--- src/rtl/centroid_marker_overlay_pkg.sv ---
// -----------------------------------------------------------------------------
// centroid_marker_overlay_pkg
//   Shared definitions for the centroid marker overlay:
//   - coordinate, colour and radius widths
//   - arithmetic widths for the squared-distance datapath
//   - marker mode codes
//   - per-frame marker configuration record
//   - radius clamp helper
// -----------------------------------------------------------------------------
package centroid_marker_overlay_pkg;

    localparam int unsigned COORD_W  = 12;
    localparam int unsigned RGB_W    = 24;
    localparam int unsigned RAD_W    = 6;
    localparam int unsigned PIPE_LAT = 3;

    // Signed axis difference is COORD_W+1 bits, its square twice that,
    // and the sum of two squares needs one more bit.
    localparam int unsigned DIFF_W = COORD_W + 1;
    localparam int unsigned SQ_W   = 2 * DIFF_W;
    localparam int unsigned D2_W   = SQ_W + 1;
    localparam int unsigned R2_W   = 2 * RAD_W;

    typedef enum logic [1:0] {
        MODE_OFF        = 2'd0,
        MODE_DISC       = 2'd1,
        MODE_RING       = 2'd2,
        MODE_DISC_CROSS = 2'd3
    } mode_e;

    // Marker settings frozen at the start of a frame.
    typedef struct packed {
        logic             valid;
        mode_e            mode;
        logic [RAD_W-1:0] r;
    } marker_cfg_t;

    function automatic logic [RAD_W-1:0] clamp_radius(
        input logic [RAD_W-1:0] r,
        input logic [RAD_W-1:0] max_r
    );
        return (r > max_r) ? max_r : r;
    endfunction

endpackage

--- src/rtl/centroid_marker_overlay_if.sv ---
// -----------------------------------------------------------------------------
// centroid_marker_overlay_if
//   Video stream + centroid control bundle for the marker overlay.
//   master: video source / controller (drives stream in and marker settings,
//           observes the overlaid stream)
//   slave : the overlay stage
//   Signals: de, hsync, vsync, pixel_in, x, y, c_valid, radius, mode, color
//            (to overlay); pixel_out, de_out, hsync_out, vsync_out (from it).
// -----------------------------------------------------------------------------
interface centroid_marker_overlay_if;
    import centroid_marker_overlay_pkg::*;

    logic               de;
    logic               hsync;
    logic               vsync;
    logic [RGB_W-1:0]   pixel_in;
    logic [COORD_W-1:0] x;
    logic [COORD_W-1:0] y;
    logic               c_valid;
    logic [RAD_W-1:0]   radius;
    logic [1:0]         mode;
    logic [RGB_W-1:0]   color;

    logic [RGB_W-1:0]   pixel_out;
    logic               de_out;
    logic               hsync_out;
    logic               vsync_out;

    modport master (
        output de, hsync, vsync, pixel_in, x, y, c_valid, radius, mode, color,
        input  pixel_out, de_out, hsync_out, vsync_out
    );

    modport slave (
        input  de, hsync, vsync, pixel_in, x, y, c_valid, radius, mode, color,
        output pixel_out, de_out, hsync_out, vsync_out
    );

endinterface

--- src/rtl/centroid_marker_overlay_dist2_unit.sv ---
// -----------------------------------------------------------------------------
// dist2_unit
//   One axis of the squared-distance datapath, two register stages.
//   Stage 1: d_o  = pos_i - c_i   (signed, COORD_W+1 bits)
//   Stage 2: sq_o = d_o * d_o     (unsigned, 2*(COORD_W+1) bits)
//   Ports: clk, rst (async, active high), pos_i, c_i, d_o, sq_o.
// -----------------------------------------------------------------------------
module dist2_unit
    import centroid_marker_overlay_pkg::*;
(
    input  logic                      clk,
    input  logic                      rst,
    input  logic [COORD_W-1:0]        pos_i,
    input  logic [COORD_W-1:0]        c_i,
    output logic signed [DIFF_W-1:0]  d_o,
    output logic [SQ_W-1:0]           sq_o
);

    logic signed [DIFF_W-1:0] d_d, d_q;
    logic signed [SQ_W-1:0]   d_ext;
    logic [SQ_W-1:0]          sq_d, sq_q;

    assign d_d   = $signed({1'b0, pos_i}) - $signed({1'b0, c_i});
    // Sign-extend before multiplying so the full square is kept.
    assign d_ext = SQ_W'(d_q);
    assign sq_d  = $unsigned(d_ext * d_ext);

    always_ff @(posedge clk or posedge rst) begin
        if (rst) begin
            d_q  <= '0;
            sq_q <= '0;
        end else begin
            d_q  <= d_d;
            sq_q <= sq_d;
        end
    end

    assign d_o  = d_q;
    assign sq_o = sq_q;

endmodule

--- src/rtl/centroid_marker_overlay.sv ---
// -----------------------------------------------------------------------------
// centroid_marker_overlay
//   Draws a disc, ring or disc+crosshair marker centred on the detected
//   centroid over an RGB stream. Marker settings are frozen on each vsync
//   rising edge. Pixel data and syncs leave exactly PIPE_LAT (3) clocks later.
//   Ports: clk, rst (async, active high), vid (slave side of the
//   centroid_marker_overlay_if bundle).
// -----------------------------------------------------------------------------
module centroid_marker_overlay
    import centroid_marker_overlay_pkg::*;
#(
    parameter int unsigned IMG_W      = 64,
    parameter int unsigned IMG_H      = 64,
    parameter int unsigned MAX_RADIUS = 31,
    parameter int unsigned RING_W     = 2
) (
    input  logic                     clk,
    input  logic                     rst,
    centroid_marker_overlay_if.slave vid
);

    localparam logic [COORD_W-1:0] X_MAX = COORD_W'(IMG_W - 1);
    localparam logic [COORD_W-1:0] Y_MAX = COORD_W'(IMG_H - 1);
    localparam logic [RAD_W-1:0]   R_MAX = RAD_W'(MAX_RADIUS);
    localparam logic [RAD_W-1:0]   RING  = RAD_W'(RING_W);

    // ---------------- edge detect and position counters ----------------
    logic de_prev_q, vs_prev_q;
    logic vs_rise, de_fall;
    logic [COORD_W-1:0] pos_x_q, pos_x_d, pos_y_q, pos_y_d;
    logic [COORD_W-1:0] cur_x, cur_y;

    assign vs_rise = vid.vsync & ~vs_prev_q;
    assign de_fall = de_prev_q & ~vid.de;

    // A pixel arriving with the vsync rise is (0,0) of the new frame, so the
    // counter reset is applied combinationally to the current position too.
    always_comb begin
        cur_x   = vs_rise ? '0 : pos_x_q;
        cur_y   = vs_rise ? '0 : pos_y_q;
        pos_x_d = pos_x_q;
        pos_y_d = pos_y_q;
        if (vs_rise) begin
            pos_x_d = vid.de ? COORD_W'(1) : '0;
            pos_y_d = '0;
        end else if (vid.de) begin
            pos_x_d = (pos_x_q == X_MAX) ? X_MAX : pos_x_q + 1'b1;
        end else if (de_fall) begin
            pos_x_d = '0;
            pos_y_d = (pos_y_q == Y_MAX) ? Y_MAX : pos_y_q + 1'b1;
        end
    end

    // ---------------- per-frame shadow registers ----------------
    logic [COORD_W-1:0] cx_q, cy_q, cx_eff, cy_eff;
    marker_cfg_t        cfg_q, cfg_eff;

    // The new frame's settings already apply to a pixel coincident with vsync rise.
    always_comb begin
        cx_eff        = cx_q;
        cy_eff        = cy_q;
        cfg_eff       = cfg_q;
        if (vs_rise) begin
            cx_eff        = vid.x;
            cy_eff        = vid.y;
            cfg_eff.valid = vid.c_valid;
            cfg_eff.mode  = mode_e'(vid.mode);
            cfg_eff.r     = clamp_radius(vid.radius, R_MAX);
        end
    end

    always_ff @(posedge clk or posedge rst) begin
        if (rst) begin
            de_prev_q <= 1'b0;
            vs_prev_q <= 1'b0;
            pos_x_q   <= '0;
            pos_y_q   <= '0;
            cx_q      <= '0;
            cy_q      <= '0;
            cfg_q     <= '0;
        end else begin
            de_prev_q <= vid.de;
            vs_prev_q <= vid.vsync;
            pos_x_q   <= pos_x_d;
            pos_y_q   <= pos_y_d;
            cx_q      <= cx_eff;
            cy_q      <= cy_eff;
            cfg_q     <= cfg_eff;
        end
    end

    // ---------------- S1/S2: distance per axis ----------------
    logic signed [DIFF_W-1:0] dx_s1, dy_s1;
    logic [SQ_W-1:0]          sqx_s2, sqy_s2;

    dist2_unit u_dist_x (
        .clk   (clk),
        .rst   (rst),
        .pos_i (cur_x),
        .c_i   (cx_eff),
        .d_o   (dx_s1),
        .sq_o  (sqx_s2)
    );

    dist2_unit u_dist_y (
        .clk   (clk),
        .rst   (rst),
        .pos_i (cur_y),
        .c_i   (cy_eff),
        .d_o   (dy_s1),
        .sq_o  (sqy_s2)
    );

    // Stream and settings travel alongside the distance datapath so that
    // each pixel is judged with the settings in force when it arrived.
    logic [RGB_W-1:0] pix_s1_q, pix_s2_q, col_s1_q, col_s2_q;
    logic [2:0]       sync_s1_q, sync_s2_q;   // {de, hsync, vsync}
    marker_cfg_t      cfg_s1_q, cfg_s2_q;
    logic             eqx_s2_q, eqy_s2_q;

    always_ff @(posedge clk or posedge rst) begin
        if (rst) begin
            pix_s1_q  <= '0;
            pix_s2_q  <= '0;
            col_s1_q  <= '0;
            col_s2_q  <= '0;
            sync_s1_q <= '0;
            sync_s2_q <= '0;
            cfg_s1_q  <= '0;
            cfg_s2_q  <= '0;
            eqx_s2_q  <= 1'b0;
            eqy_s2_q  <= 1'b0;
        end else begin
            pix_s1_q  <= vid.pixel_in;
            col_s1_q  <= vid.color;
            sync_s1_q <= {vid.de, vid.hsync, vid.vsync};
            cfg_s1_q  <= cfg_eff;
            pix_s2_q  <= pix_s1_q;
            col_s2_q  <= col_s1_q;
            sync_s2_q <= sync_s1_q;
            cfg_s2_q  <= cfg_s1_q;
            eqx_s2_q  <= (dx_s1 == '0);
            eqy_s2_q  <= (dy_s1 == '0);
        end
    end

    // ---------------- S3: hit test and output mux ----------------
    logic [D2_W-1:0]  d2;
    logic [R2_W-1:0]  r2, ri2;
    logic [RAD_W-1:0] ri;
    logic             in_disc, outside_inner, hit;
    logic [RGB_W-1:0] pix_out_d, pix_out_q;
    logic [2:0]       sync_out_q;

    always_comb begin
        d2            = D2_W'(sqx_s2) + D2_W'(sqy_s2);
        r2            = R2_W'(cfg_s2_q.r) * R2_W'(cfg_s2_q.r);
        ri            = (cfg_s2_q.r > RING) ? cfg_s2_q.r - RING : '0;
        ri2           = R2_W'(ri) * R2_W'(ri);
        in_disc       = (d2 <= D2_W'(r2));
        outside_inner = (d2 >= D2_W'(ri2));
        hit           = 1'b0;
        if (cfg_s2_q.valid) begin
            unique case (cfg_s2_q.mode)
                MODE_DISC:       hit = in_disc;
                MODE_RING:       hit = in_disc & outside_inner;
                MODE_DISC_CROSS: hit = in_disc | eqx_s2_q | eqy_s2_q;
                default:         hit = 1'b0;
            endcase
        end
        pix_out_d = (hit & sync_s2_q[2]) ? col_s2_q : pix_s2_q;
    end

    always_ff @(posedge clk or posedge rst) begin
        if (rst) begin
            pix_out_q  <= '0;
            sync_out_q <= '0;
        end else begin
            pix_out_q  <= pix_out_d;
            sync_out_q <= sync_s2_q;
        end
    end

    assign vid.pixel_out = pix_out_q;
    assign vid.de_out    = sync_out_q[2];
    assign vid.hsync_out = sync_out_q[1];
    assign vid.vsync_out = sync_out_q[0];

endmodule

--- src/flat_wrapper.sv ---
// flat-port wrapper written by rule: the top's interface ports become plain ports
module centroid_marker_overlay_flat import centroid_marker_overlay_pkg::*;
#(
    parameter int unsigned IMG_W      = 64,
    parameter int unsigned IMG_H      = 64,
    parameter int unsigned MAX_RADIUS = 31,
    parameter int unsigned RING_W     = 2
)
  (clk, rst, vid_de, vid_hsync, vid_vsync, vid_pixel_in, vid_x, vid_y, vid_c_valid, vid_radius, vid_mode, vid_color, vid_pixel_out, vid_de_out, vid_hsync_out, vid_vsync_out);
  centroid_marker_overlay_if vid_i ();
  input  logic clk;
  input  logic rst;
  input wire logic [$bits(vid_i.de)-1:0] vid_de;
  input wire logic [$bits(vid_i.hsync)-1:0] vid_hsync;
  input wire logic [$bits(vid_i.vsync)-1:0] vid_vsync;
  input wire logic [$bits(vid_i.pixel_in)-1:0] vid_pixel_in;
  input wire logic [$bits(vid_i.x)-1:0] vid_x;
  input wire logic [$bits(vid_i.y)-1:0] vid_y;
  input wire logic [$bits(vid_i.c_valid)-1:0] vid_c_valid;
  input wire logic [$bits(vid_i.radius)-1:0] vid_radius;
  input wire logic [$bits(vid_i.mode)-1:0] vid_mode;
  input wire logic [$bits(vid_i.color)-1:0] vid_color;
  output wire logic [$bits(vid_i.pixel_out)-1:0] vid_pixel_out;
  output wire logic [$bits(vid_i.de_out)-1:0] vid_de_out;
  output wire logic [$bits(vid_i.hsync_out)-1:0] vid_hsync_out;
  output wire logic [$bits(vid_i.vsync_out)-1:0] vid_vsync_out;
  assign vid_i.de = vid_de;
  assign vid_i.hsync = vid_hsync;
  assign vid_i.vsync = vid_vsync;
  assign vid_i.pixel_in = vid_pixel_in;
  assign vid_i.x = vid_x;
  assign vid_i.y = vid_y;
  assign vid_i.c_valid = vid_c_valid;
  assign vid_i.radius = vid_radius;
  assign vid_i.mode = vid_mode;
  assign vid_i.color = vid_color;
  assign vid_pixel_out = vid_i.pixel_out;
  assign vid_de_out = vid_i.de_out;
  assign vid_hsync_out = vid_i.hsync_out;
  assign vid_vsync_out = vid_i.vsync_out;
  centroid_marker_overlay #(.IMG_W(IMG_W), .IMG_H(IMG_H), .MAX_RADIUS(MAX_RADIUS), .RING_W(RING_W)) u_core (.clk(clk), .rst(rst), .vid(vid_i));
endmodule
--- config.mk ---
export PLATFORM = sky130hd
export DESIGN_NAME = centroid_marker_overlay_flat
export DESIGN_NICKNAME = d
export VERILOG_FILES = /design/src/rtl/centroid_marker_overlay_pkg.sv /design/src/rtl/centroid_marker_overlay_if.sv /design/src/rtl/centroid_marker_overlay_dist2_unit.sv /design/src/rtl/centroid_marker_overlay.sv /design/src/flat_wrapper.sv
export SDC_FILE = /design/constraint.sdc
export NUM_CORES = 1
export LEC_CHECK = 0
export ABC_CLOCK_PERIOD_IN_PS = 9900
export CAP_MARGIN = 25
export CORE_MARGIN = 8
export CORE_UTILIZATION = 45
export DETAILED_ROUTE_END_ITERATION = 8
export MAX_ROUTING_LAYER = met4
export PLACE_DENSITY = 0.7
export SYNTH_ARGS = -nofsm -noshare
export SYNTH_HDL_FRONTEND = slang
export SYNTH_HIERARCHICAL = 1
export SYNTH_SLANG_ARGS = --single-unit
--- constraint.sdc ---
create_clock -name clk -period 9.9 [get_ports clk]
set_input_delay 1.485 -clock clk [delete_from_list [all_inputs] [get_ports clk]]
set_output_delay 1.485 -clock clk [all_outputs]
set_load 0.05 [all_outputs]
-- Word level (Yosys, flattened, before mapping)
Index checks and enable logic that the tools add are counted.
- $add $sub $neg: 6
- $mul: 4
- div/mod/pow operators: 0
- magnitude comparators: 4
- equality and inequality tests: 6
- shift-type cells: 0
- multiplexer cells: 18
- bitwise operators: 8
- reduce and logical (&&, ||, !) cells: 5
- operators with widths (kind ; count):
    $mux W12 ; 12
    $mul A13 B13 Y26 ; 2
    $add A26 B26 Y27 ; 1
    $ge A27 B12 Y1 ; 1
    $le A27 B12 Y1 ; 1
    $logic_not A13 Y1 ; 2
    $sub A12 B12 Y13 ; 2
    $add A12 B1 Y12 const B ; 2
    $eq A12 B6 Y1 const B ; 2
    $mul A6 B6 Y12 ; 2
    $mux W24 ; 1
    $mux W6 ; 2
    $gt A6 B2 Y1 const B ; 1
    $gt A6 B5 Y1 const B ; 1
    $sub A6 B2 Y6 const B ; 1
    $and A1 B1 Y1 ; 4
    $eq A2 B2 Y1 const B ; 2
    $pmux W1 S3 ; 1
    $reduce_bool A3 Y1 ; 1
    $eq A2 B1 Y1 const B ; 1
    $mux W1 ; 2
    $ne A2 B1 Y1 const B ; 1
    $not A1 Y1 ; 2
    $or A1 B1 Y1 ; 2
    other kinds (2) ; 2
- bits in registers: 277
- bits in latches: 0
- bits in writable memories: 0
- bits in read-only memories: 0
- input bits: 86
- output and inout bits: 27
- logic and storage cells: 77
- memories: 0

-- Longest topological paths before layout
Gate-level depths: netlist of the first run.
- word-level depth: 9
- mapped depth: 28
- gate-level depth less buffers: 26

-- Hierarchy
Netlist of the first run, hierarchy kept.
- modules (own cells, without submodules) (module ; times used ; cells each ; area each (um^2)):
    centroid_marker_overlay ; 1 ; 979 ; 10228.6
    dist2_unit (u_core.u_dist_x) ; 1 ; 768 ; 7435.9
    dist2_unit (u_core.u_dist_y) ; 1 ; 763 ; 7358.3

-- Least setup slack after synthesis of the first run
Ideal clock, no wire load.
- path type: register to register
- from: register u_core/cfg_s2_q[3] (netlist name)
- to: register u_core.pix_out_q[10], in the netlist u_core/vid.pixel_out[10]
- data arrival time: 5996 ps
- data required time: 9775 ps
- slack: 3779 ps
- cell stages (with the launch flop): 27
- buffers on the path: 3
- clock period less this slack: 6121 ps
- cells stage by stage: dfrtp_1 clkbuf_1 nor2_1 nand2_1 nor3_1 clkbuf_1 nor3_1 fa_1 inv_1 fa_1 inv_1 fa_1 ha_1 a31oi_1 o21bai_1 a21o_1 a21o_1 a21oi_1 xor2_1 ha_1 a211oi_1 o21ai_0 a31oi_1 a21oi_1 o211ai_4 buf_6 mux2_4
- cells in the longest elaborated chain, start to end: 9
- elaborated cells on any way between the ends: 14
- classes of those cells: add/sub (1); mul (2); order compare (3); mux (4); bitwise (4)
- RTL lines (element ; RTL line ; source):
    start, declared ; centroid_marker_overlay.sv:118 ; marker_cfg_t cfg_s1_q, cfg_s2_q;
    start signal, assigned ; centroid_marker_overlay.sv:141 ; cfg_s2_q <= cfg_s1_q;
    $sub A6 B2 Y6 / $gt A6 B2 Y1 (equally long branches) ; centroid_marker_overlay.sv:158 ; ri = (cfg_s2_q.r > RING) ? cfg_s2_q.r - RING : '0;
    $mux W6 ; centroid_marker_overlay.sv:158 ;
    $mul A6 B6 Y12 ; centroid_marker_overlay.sv:159 ; ri2 = R2_W'(ri) * R2_W'(ri);
    $ge A27 B12 Y1 ; centroid_marker_overlay.sv:161 ; outside_inner = (d2 >= D2_W'(ri2));
    $and A1 B1 Y1 ; centroid_marker_overlay.sv:166 ; MODE_RING: hit = in_disc & outside_inner;
    $pmux W1 S3 * ; centroid_marker_overlay.sv:164 ; unique case (cfg_s2_q.mode)
    $mux W1 * ; centroid_marker_overlay.sv:163 ; if (cfg_s2_q.valid) begin
    $and A1 B1 Y1 * ; centroid_marker_overlay.sv:171 ; pix_out_d = (hit & sync_s2_q[2]) ? col_s2_q : pix_s2_q;
    $mux W24 * ; centroid_marker_overlay.sv:171 ;
    named net u_core.pix_out_d[10] ; centroid_marker_overlay.sv:152 ; logic [RGB_W-1:0] pix_out_d, pix_out_q;
    end signal, assigned ; centroid_marker_overlay.sv:179 ; pix_out_q <= pix_out_d;
    end, declared ; centroid_marker_overlay.sv:152 ;
Mark *: on every way through the listed nets, which the timed path passes. The rest lies on a longest branch.
A chain may end at the register's enable or synchronous reset.

-- Final worst setup path of the first run
- from: register u_core/cfg_s2_q[1] (netlist name)
- to: register u_core.pix_out_q[1], in the netlist u_core/vid.pixel_out[1]
The elaborated chain is that of the path after synthesis.

==> reports/results.txt, run 1 <==
Area of the die: 63400 sq um
Post-synth EDFFs: 0
Startpoint types: flop
Post-Syn Nets: 3146
TritonCTS clock tree: done
Max Cap Viol: 0
Critical Path AT: 7.32 ns
Yosys warning total: 6
Synth cell types: 80
Setup-failing EPs final: 0
WL/cell: 15.9 microns
Final #Nets: 3227
Most common cell after layout, fill and taps aside: inv_1
Pre-CTS WS: 3.08 ns
Crit Path Category: flop to flop
Initial antenna violation count: 3
Final Hold Viols: 0
Achievable frequency: 0.145 GHz
Final ANT Viol Nets: 0
First-pass GRT wire length: 91200 microns
Slowest stage cell, crit path: dfrtp_1
Area occupied by multi-input gates: 16100 sq um
Register area: 6830 sq um
DP HPWL: 42300 microns
Gr usage total: 17.7%
Ys async rst share: 100%
Yosys top cell area share: 27.3%
Area grow syn2layout: 11.0%
Mapped Area: 25000 sq um
Hold buffers post-CTS: 0
Gr ovfl total: 0
Syn_area_per_cell: 9.97 sq um
DR pass1 iterations: 5
Die X: 252 microns
Clock sink count: 273
Total negative slack: 0 ns
Yosys reg bits: 273
Final worst slack: 2.99 ns
Port Buffer Count: 112
GPL Wtd Cong: 0.922
Final wirelength: 53400 microns
DRC: 0
Most frequent cells in the layout: inv_1 (466), fa_1 (303), dfrtp_1 (273)
Max_slew headroom: 34.3%
Worst slew pin tran: 0.976 ns
Die span in y: 252 microns
Via/cell ratio: 5.17
Core Region: 55100 sq um
Cell count after synthesis: 2510
CTS resizes: 0
Setup Skew: 0.00875 ns
Largest net degree at the start of global routing: 122
CP max stage delay: 0.61 ns
FP Rows: 86
Hold WC Path Type: flop to flop
Top-Level Pins: 113
CTS Buf Count: 27
Synth top area cells: dfrtp_1 (27%), fa_1 (24%), ha_1 (12%)
Clock Tree Root: clkbuf_16
Post-CTS Setup Repair Bufs: 0
Share of cells above drive strength 1: 4.03%
Post-synth top area cell: dfrtp_1
Crit. End Element: flop
Final Util: 50.4%
Initial DRC Count: 732
Initial Utilization: 45.4%
Worst path required time: 10.31 ns
H-tree depth: 1
Via count: 17342
CP max FO: 24
Fill count: 5002
Clk Latency, worst-skew pair: 0.54 ns
Outcome: complete, no violations
Clk slew on worst S/H paths: 0.06 ns
Final period utilization: 69.8%
Tmin final: 6.91 ns
Main synth FF type: dfrtp_1
RSZ-0062 raised after global routing: false
Post-synthesis sequential area ratio: 27.3%
Max clock buf depth: 3
Slew Limit Fails: 0
Vias in the first global route: 19017
[final timing paths]
| path | from | slack, ns | cells past startpoint | end |
|---|---|---|---|---|
| hold / removal | u_core/pix_s1_q[17]$_DFF_PP0_ | 0.34 | 0 | u_core/pix_s2_q[17]$_DFF_PP0_ |
| min in group asynchronous | rst | 1.59 | 3 | u_core/u_dist_y/sq_o[23]$_DFF_PP0_ |
| setup reg to reg | u_core/cfg_s2_q[1]$_DFF_PP0_ | 2.99 | 25 | u_core/vid.pixel_out[1]$_DFF_PP0_ |
| setup / recovery | u_core/cfg_s2_q[1]$_DFF_PP0_ | 2.99 | 25 | u_core/vid.pixel_out[1]$_DFF_PP0_ |
| max in group asynchronous | rst | 6.89 | 3 | u_core/sync_out_q[1]$_DFF_PP0_ |
| hold reg to reg | u_core/pix_s1_q[17]$_DFF_PP0_ | 0.34 | 0 | u_core/pix_s2_q[17]$_DFF_PP0_ |
[sequential cells by signal, summed over array words and instances (netlist names), 9 cells and up]
name	count
u_core/cx_q	12
u_core/cfg_s2_q	9
u_core/u_dist_x/d_o	13
u_core/cy_q	12
u_core/pos_x_q	12
u_core/u_dist_x/sq_o	25
u_core/u_dist_y/sq_o	25
u_core/pix_s2_q	24
u_core/vid.pixel_out	24
u_core/cfg_s1_q	9
u_core/u_dist_y/d_o	13
u_core/col_s2_q	24
u_core/pix_s1_q	24
u_core/col_s1_q	24
u_core/pos_y_q	12
[critical path: cells and delay by family, from the launching register on]
family          cells  cell delay (ns)
flops               1             0.61
simple gates        2             0.22
mux                 1             0.38
buf+inv             4             0.66
xor+xnor            2             0.57
fa+ha+maj           6             2.41
compound gates     10             1.95
[per-layer routing]
layer  up-vias  track usage [%]  routed length, microns
met5         -                -                       0
met4         0             4.10                    1190
met3        76             2.72                    2370
met2       346             30.2                   26400
met1      8702             22.1                   23500
li1       8218                -                       -
[synthesized netlist by cell type, types with 5 or more instances]
| library cell | number |
|---|---|
| o21a_1 | 21 |
| nand4_1 | 14 |
| or4_1 | 5 |
| dfrtp_1 | 273 |
| nand2b_1 | 19 |
| o21ai_1 | 10 |
| nor2_1 | 93 |
| o31ai_1 | 11 |
| o21ai_0 | 75 |
| a21oi_1 | 95 |
| nor2b_1 | 37 |
| or3_1 | 12 |
| a311oi_1 | 5 |
| a211oi_1 | 23 |
| a31oi_1 | 13 |
| nor3_1 | 40 |
| or2_2 | 8 |
| a21o_1 | 32 |
| nand2_1 | 250 |
| ha_1 | 247 |
| o311ai_1 | 5 |
| mux2_4 | 20 |
| inv_1 | 467 |
| o211ai_1 | 18 |
| xor2_1 | 28 |
| nand3_1 | 20 |
| nor3b_1 | 5 |
| xnor2_1 | 87 |
| o21bai_1 | 12 |
| and2_1 | 87 |
| clkbuf_1 | 60 |
| fa_1 | 303 |
| and3_1 | 16 |
| nor4_1 | 12 |
[layout make-up]
cell class,count,area share [%]
clock buffer,36,2.77
tap,748,3.37
inverter,467,6.34
clock inverter,8,0.442
antenna,3,0.0270
timing repair buffer,121,4.28
multi-input combinational,1701,58.2
sequential,273,24.6
[kinds of logic after synthesis]
| group | count (synthesis) | share of synthesized area [%] |
|---|---|---|
| muxes | 30 | 1.63 |
| AOI/OAI and AO/OA | 369 | 9.76 |
| buffers and inverters | 536 | 8.20 |
| other | 2 | 0.0300 |
| and+or+nand+nor | 635 | 12.5 |
| adders and majority gates | 550 | 36.6 |
| DFF | 273 | 27.3 |
| xor gates and xnor gates | 115 | 4.03 |
[through the flow]
step	cell area (sq um)	cells	hold WS, ns
2_1_floorplan	25000	2510	0.331
3_3_place_gp	26900	3310	0.333
3_5_place_dp	26900	3310	0.335
4_1_cts	27800	3354	0.343
5_1_grt	27800	3357	0.351
6_report	27800	3357	0.342
Power of run 1 is not shown: default switching activity piles up to over one toggle a cycle in this logic, so the estimate is an artifact.
==> run 2: changes to the inputs <==
--- a/config.mk
+++ b/config.mk
@@ -5,7 +5,7 @@
 export SDC_FILE = /design/constraint.sdc
 export NUM_CORES = 1
 export LEC_CHECK = 0
-export ABC_CLOCK_PERIOD_IN_PS = 9900
+export ABC_CLOCK_PERIOD_IN_PS = 7200
 export CAP_MARGIN = 25
 export CORE_MARGIN = 8
 export CORE_UTILIZATION = 45
==> constraint.sdc (replaced) <==
create_clock -name clk -period 7.2 [get_ports clk]
set_input_delay 1.08 -clock clk [delete_from_list [all_inputs] [get_ports clk]]
set_output_delay 1.08 -clock clk [all_outputs]
set_load 0.05 [all_outputs]
==> run 2 against run 1 <==
  * Via count is 0.39% higher
  * Critical endpoint unchanged
  * Global-route usage is 0.24 points higher
  * Wire length is 0.98% higher
  * Cell area is 0.71% higher
  * Utilization is 0.36 points higher
  * Setup slack worse by 2.5 ns
  * Cell count is 0.39% higher
  * Sequential cell count stayed put
  * Clock skew is 0.0072 ns higher
  * Non-clock buffer count is 6 higher
==> reports/results.txt, run 2 (synthesis results as in run 1) <==
Die span in y: 252 microns
Worst slew pin tran: 1.02 ns
Final worst slack: 0.477 ns
Vias in the first global route: 19102
Crit. End Element: flop
Final #Nets: 3234
Via/cell ratio: 5.17
Largest net degree at the start of global routing: 122
Post-route cell area: 28000 sq um
DR pass1 iterations: 7
Worst path required time: 7.62 ns
Via count: 17409
Share of cells above drive strength 1: 4.70%
Top-Level Pins: 113
DP Cell Count: 3315
H-tree depth: 1
Clk slew on worst S/H paths: 0.06 ns
Tmin final: 6.72 ns
Area grow syn2layout: 11.8%
Die X: 252 microns
Initial antenna violation count: 4
FP Rows: 86
Placed instance area: 26900 sq um
Top Layer Used: met4
Hold WC Path Type: flop to flop
DRC: 0
Core Region: 55100 sq um
Max clock buf depth: 3
Port Buffer Count: 112
Final ANT Viol Nets: 0
Clk Latency, worst-skew pair: 0.55 ns
Gr ovfl total: 0
Clock sink count: 273
Area of the die: 63400 sq um
Routed wl met2: 26500 microns
GPL Wtd Cong: 0.904
WL/cell: 16.0 microns
Slew Limit Fails: 0
Initial Utilization: 45.4%
Most frequent cells in the layout: inv_1 (466), fa_1 (303), dfrtp_1 (272)
Total negative slack: 0 ns
Clock Tree Root: clkbuf_16
Non-filler instance count after layout: 3370
Detail Route met3 WL: 2900 microns
WL met1: 23300 microns
Crit Path Category: flop to flop
DP HPWL: 42600 microns
Gr usage total: 17.9%
CP max FO: 13
Setup-failing EPs final: 0
Achievable frequency: 0.149 GHz
Register-to-register setup slack: 0.48 ns
Max_slew headroom: 30.3%
TritonCTS clock tree: done
RSZ-0062 raised after global routing: false
Pre-CTS WS: 0.284 ns
First-pass GRT wire length: 91900 microns
Most common cell after layout, fill and taps aside: inv_1
Startpoint types: flop
Setup Skew: 0.0159 ns
Outcome: complete, no violations
Initial DRC Count: 843
Critical Path AT: 7.15 ns
CTS Buf Count: 28
Final period utilization: 93.4%
Final Hold Viols: 0
Max Cap Viol: 0
Final wirelength: 53900 microns
==> run 2: cell type report <==
type | count | area, sq um
Fill cell | 4990 | 27100
Sequential cell | 273 | 6830
Tap cell | 748 | 936
Antenna cell | 4 | 10.0
Inverter | 467 | 1760
Clock inverter | 18 | 243
Timing Repair Buffer | 127 | 1250
Clock buffer | 32 | 767
Multi-Input combinational cell | 1701 | 16200
==> run 2: critical path, cell delays in order (launching register included) <==
cell and delay, ns:
dfrtp_1 0.58, nor3_1 0.14, xnor2_1 0.48, nor3_1 0.14, fa_1 0.53, inv_1 0.07, fa_1 0.53, inv_1 0.05
fa_1 0.49, ha_1 0.35, a31oi_1 0.29, o21bai_1 0.10, a21o_1 0.20, a21o_1 0.18, a21oi_1 0.16, xor2_1 0.19
ha_1 0.28, a211oi_1 0.24, o21ai_0 0.16, a31oi_2 0.35, a21oi_1 0.16, o211ai_4 0.35, buf_16 0.23, mux2_1 0.33
==> run 2: metal layers <==
| metal | up-vias | GRT usage (%) |
|---|---|---|
| met5 | - | - |
| met1 | 8690 | 22.4 |
| li1 | 8235 | - |
| met3 | 89 | 3.13 |
| met2 | 395 | 30.4 |
| met4 | 0 | 4.07 |
==> run 2: final timing paths <==
check,from,depth (start not counted),endpoint
min in group asynchronous,rst,3,u_core/u_dist_y/d_o[4]$_DFF_PP0_
setup reg to reg,u_core/cfg_s2_q[3]$_DFF_PP0_,23,u_core/vid.pixel_out[1]$_DFF_PP0_
max in group asynchronous,rst,3,u_core/sync_out_q[1]$_DFF_PP0_
setup / recovery,u_core/cfg_s2_q[3]$_DFF_PP0_,23,u_core/vid.pixel_out[1]$_DFF_PP0_
hold reg to reg,u_core/col_s1_q[22]$_DFF_PP0_,0,u_core/col_s2_q[22]$_DFF_PP0_
hold / removal,u_core/col_s1_q[22]$_DFF_PP0_,0,u_core/col_s2_q[22]$_DFF_PP0_
==> run 2: through the flow <==
stage	utilization [%]	hold WS (ns)
3_3_place_gp	48.8	0.334
6_report	50.8	0.347
3_5_place_dp	48.9	0.335
5_1_grt	50.8	0.351
4_1_cts	50.7	0.349
2_1_floorplan	-	0.331
==> run 2: repair_timing <==
action,4_1_cts,5_1_grt
setup buffers,0,0
hold buffers,0,0
gates resized for setup,0,3
endpoints found under the setup margin,0,24
Power of run 2 is left out for the same reason.
==> run 3: changes to the inputs <==
--- a/config.mk
+++ b/config.mk
@@ -5,6 +5,7 @@
 export SDC_FILE = /design/constraint.sdc
 export NUM_CORES = 1
 export LEC_CHECK = 0
+export ABC_AREA = 1
 export ABC_CLOCK_PERIOD_IN_PS = 7200
 export CAP_MARGIN = 25
 export CORE_MARGIN = 8
==> run 3 against run 2 <==
  * Cell count rose by 19%
  * Area after synthesis up 3.8%
  * Cell area rose by 3.3%
  * Setup slack better by 0.19 ns
  * Clock-buffer cell count is 6 higher
  * Critical path type unchanged
  * Synthesized cell count increased by 24%
  * Sequential cell count stayed put
  * Clock skew is 0.0052 ns lower
  * Die area up 3.5%
  * Global-route usage increased by 0.18 points
  * Non-clock buffer count decreased by 4
  * Sequential share of layout area shrank 0.79 points
==> reports/results.txt, run 3 <==
Outcome: complete, no violations
Yosys top cell area share: 26.3%
Largest family of logic cells by synthesized area: adder cells
Critical Path AT: 6.97 ns
DP HPWL: 45600 microns
Worst Hold End: u_core/col_s2_q[18]$_DFF_PP0_
R2R Path End: u_core/vid.pixel_out[17]$_DFF_PP0_
Post-synthesis xor/xnor area fraction: 2.87%
Clock Tree Root: clkbuf_16
Tmin final: 6.53 ns
Post-CTS Setup Repair Bufs: 0
Clk Latency, worst-skew pair: 0.55 ns
Initial DRC Count: 1023
Total negative slack: 0 ns
Post-synth top area cell: dfrtp_1
Ys async rst share: 100%
Clock sink count: 273
DRC: 0
Startpoint types: flop
Clk slew on worst S/H paths: 0.06 ns
Final Hold Viols: 0
Top-Level Pins: 113
Simple-Gate Fraction of Synth Area: 19.3%
Largest net degree at the start of global routing: 122
Port Buffer Count: 112
Via/cell ratio: 4.84
Most frequent cell after synthesis: nand2_1
Slew Limit Fails: 0
Final worst slack: 0.667 ns
Gr usage total: 18.1%
Commonest cells post-synth: nand2_1 (782), inv_1 (715), fa_1 (303)
Core Region: 57400 sq um
CP max stage delay: 0.54 ns
Most common cell after layout, fill and taps aside: nand2_1
H-tree depth: 1
Crit. End Element: flop
Pre-CTS WS: 0.742 ns
Worst path required time: 7.64 ns
Via count: 19329
Register-to-register setup slack: 0.67 ns
Initial antenna violation count: 6
Final wirelength: 56600 microns
Synth cell types: 48
CTS Buf Count: 29
Hold path depth: 0
Final #Nets: 3838
Vias in the first global route: 20257
Min-delay src: u_core/col_s1_q[18]$_DFF_PP0_
Path depth of the worst reg2reg path: 33
Most used cell, CP: nand2_1
Setup-failing EPs final: 0
Max_slew headroom: 40.1%
First-pass GRT wire length: 97000 microns
Die X: 256 microns
Setup Skew: 0.0107 ns
Worst Hold Slack: 0.346 ns
Post-Syn Nets: 3739
Post-synth EDFFs: 0
Final period utilization: 90.7%
Hold WC Path Type: flop to flop
Multiplexer share of the synthesized area: 0%
DR pass1 iterations: 5
Most frequent cells in the layout: nand2_1 (782), inv_1 (714), fa_1 (303)
Die span in y: 256 microns
CTS resizes: 0
GPL Wtd Cong: 0.887
R2R Path Start: u_core/cfg_s2_q[1]$_DFF_PP0_
Slowest stage cell, crit path: fa_1
Synth top area cells: dfrtp_1 (26%), fa_1 (23%), ha_1 (12%)
Worst slew pin tran: 0.899 ns
Gr ovfl total: 0
Syn_area_per_cell: 8.37 sq um
Synth Area in Compound Gates: 4.78%
Post-synthesis sequential area ratio: 26.3%
Max Cap Viol: 0
Post-Synth Adder-Cell Area: 35.3%
WL/cell: 14.2 microns
CP max FO: 25
Crit Path Category: flop to flop
Max clock buf depth: 3
Fill count: 5349
Initial Utilization: 45.3%
Area grow syn2layout: 11.3%
Achievable frequency: 0.153 GHz
Share of cells above drive strength 1: 3.91%
Area of the die: 65600 sq um
Mapped Area: 26000 sq um
RSZ-0062 raised after global routing: false
TritonCTS clock tree: done
Cell count after synthesis: 3103
Yosys reg bits: 273
FP Rows: 88
Final ANT Viol Nets: 0
Yosys warning total: 6
Main synth FF type: dfrtp_1
Hold buffers post-CTS: 0
run 3: kinds of logic (layout without fill, tap and decap cells):
group | count (synthesis) | count (layout)
AOI/OAI and AO/OA | 218 | 218
xor gates and xnor gates | 85 | 85
adders and majority gates | 550 | 550
buffers and inverters | 779 | 901
DFF | 273 | 273
other | 2 | 7
and+or+nand+nor | 1196 | 1196
run 3: layer usage:
metal | up-vias | global-route usage, % | wire, microns
li1 | 9563 | - | -
met1 | 9224 | 22.2 | 24500
met2 | 449 | 30.9 | 27500
met3 | 93 | 3.48 | 3250
met4 | 0 | 4.08 | 1350
met5 | - | - | 0
run 3: through the flow:
| step | cells | cell area (sq um) | util (%) |
|---|---|---|---|
| after floorplan | 3103 | 26000 | - |
| after global placement | 3936 | 27900 | 48.6 |
| after detailed placement | 3936 | 27900 | 48.6 |
| after CTS | 3990 | 28900 | 50.3 |
| after global routing | 3995 | 28900 | 50.4 |
| final | 3995 | 28900 | 50.4 |
run 3: worst max path at each step:
| stage | start | end | slack, ns | cells past startpoint |
|---|---|---|---|---|
| after floorplan | rst | u_core/cfg_s1_q[0]$_DFFE_PP0P_ | 0.75 | 1 |
| after global placement | u_core/cfg_s2_q[1]$_DFF_PP0_ | u_core/vid.pixel_out[0]$_DFF_PP0_ | 0.89 | 33 |
| after detailed placement | u_core/cfg_s2_q[1]$_DFF_PP0_ | u_core/vid.pixel_out[16]$_DFF_PP0_ | 0.74 | 33 |
| after CTS | u_core/cfg_s2_q[1]$_DFF_PP0_ | u_core/vid.pixel_out[17]$_DFF_PP0_ | 0.70 | 33 |
| after global routing | u_core/cfg_s2_q[1]$_DFF_PP0_ | u_core/vid.pixel_out[22]$_DFF_PP0_ | 0.03 | 33 |
| final | u_core/cfg_s2_q[1]$_DFF_PP0_ | u_core/vid.pixel_out[17]$_DFF_PP0_ | 0.67 | 33 |
run 3: cell type report:
cell class / count / area [sq um] / area share, %
Tap cell: 765 / 957 / 3.31
Multi-Input combinational cell: 2051 / 16200 / 55.9
Inverter: 724 / 2730 / 9.43
Antenna cell: 5 / 12.5 / 0.0433
Timing Repair Buffer: 123 / 1200 / 4.17
Clock buffer: 38 / 810 / 2.80
Sequential cell: 273 / 6830 / 23.6
Clock inverter: 16 / 188 / 0.650
run 3: critical path, delay by kind of cell (launching register included):
kind                       cells  cell delay (ns)
adders and majority gates      6             2.41
buffers and inverters          4             0.53
DFF                            1             0.50
AOI/OAI and AO/OA              5             0.82
and+or+nand+nor               16             1.63
xor gates and xnor gates       2             0.48
Power of run 3 is left out for the same reason.
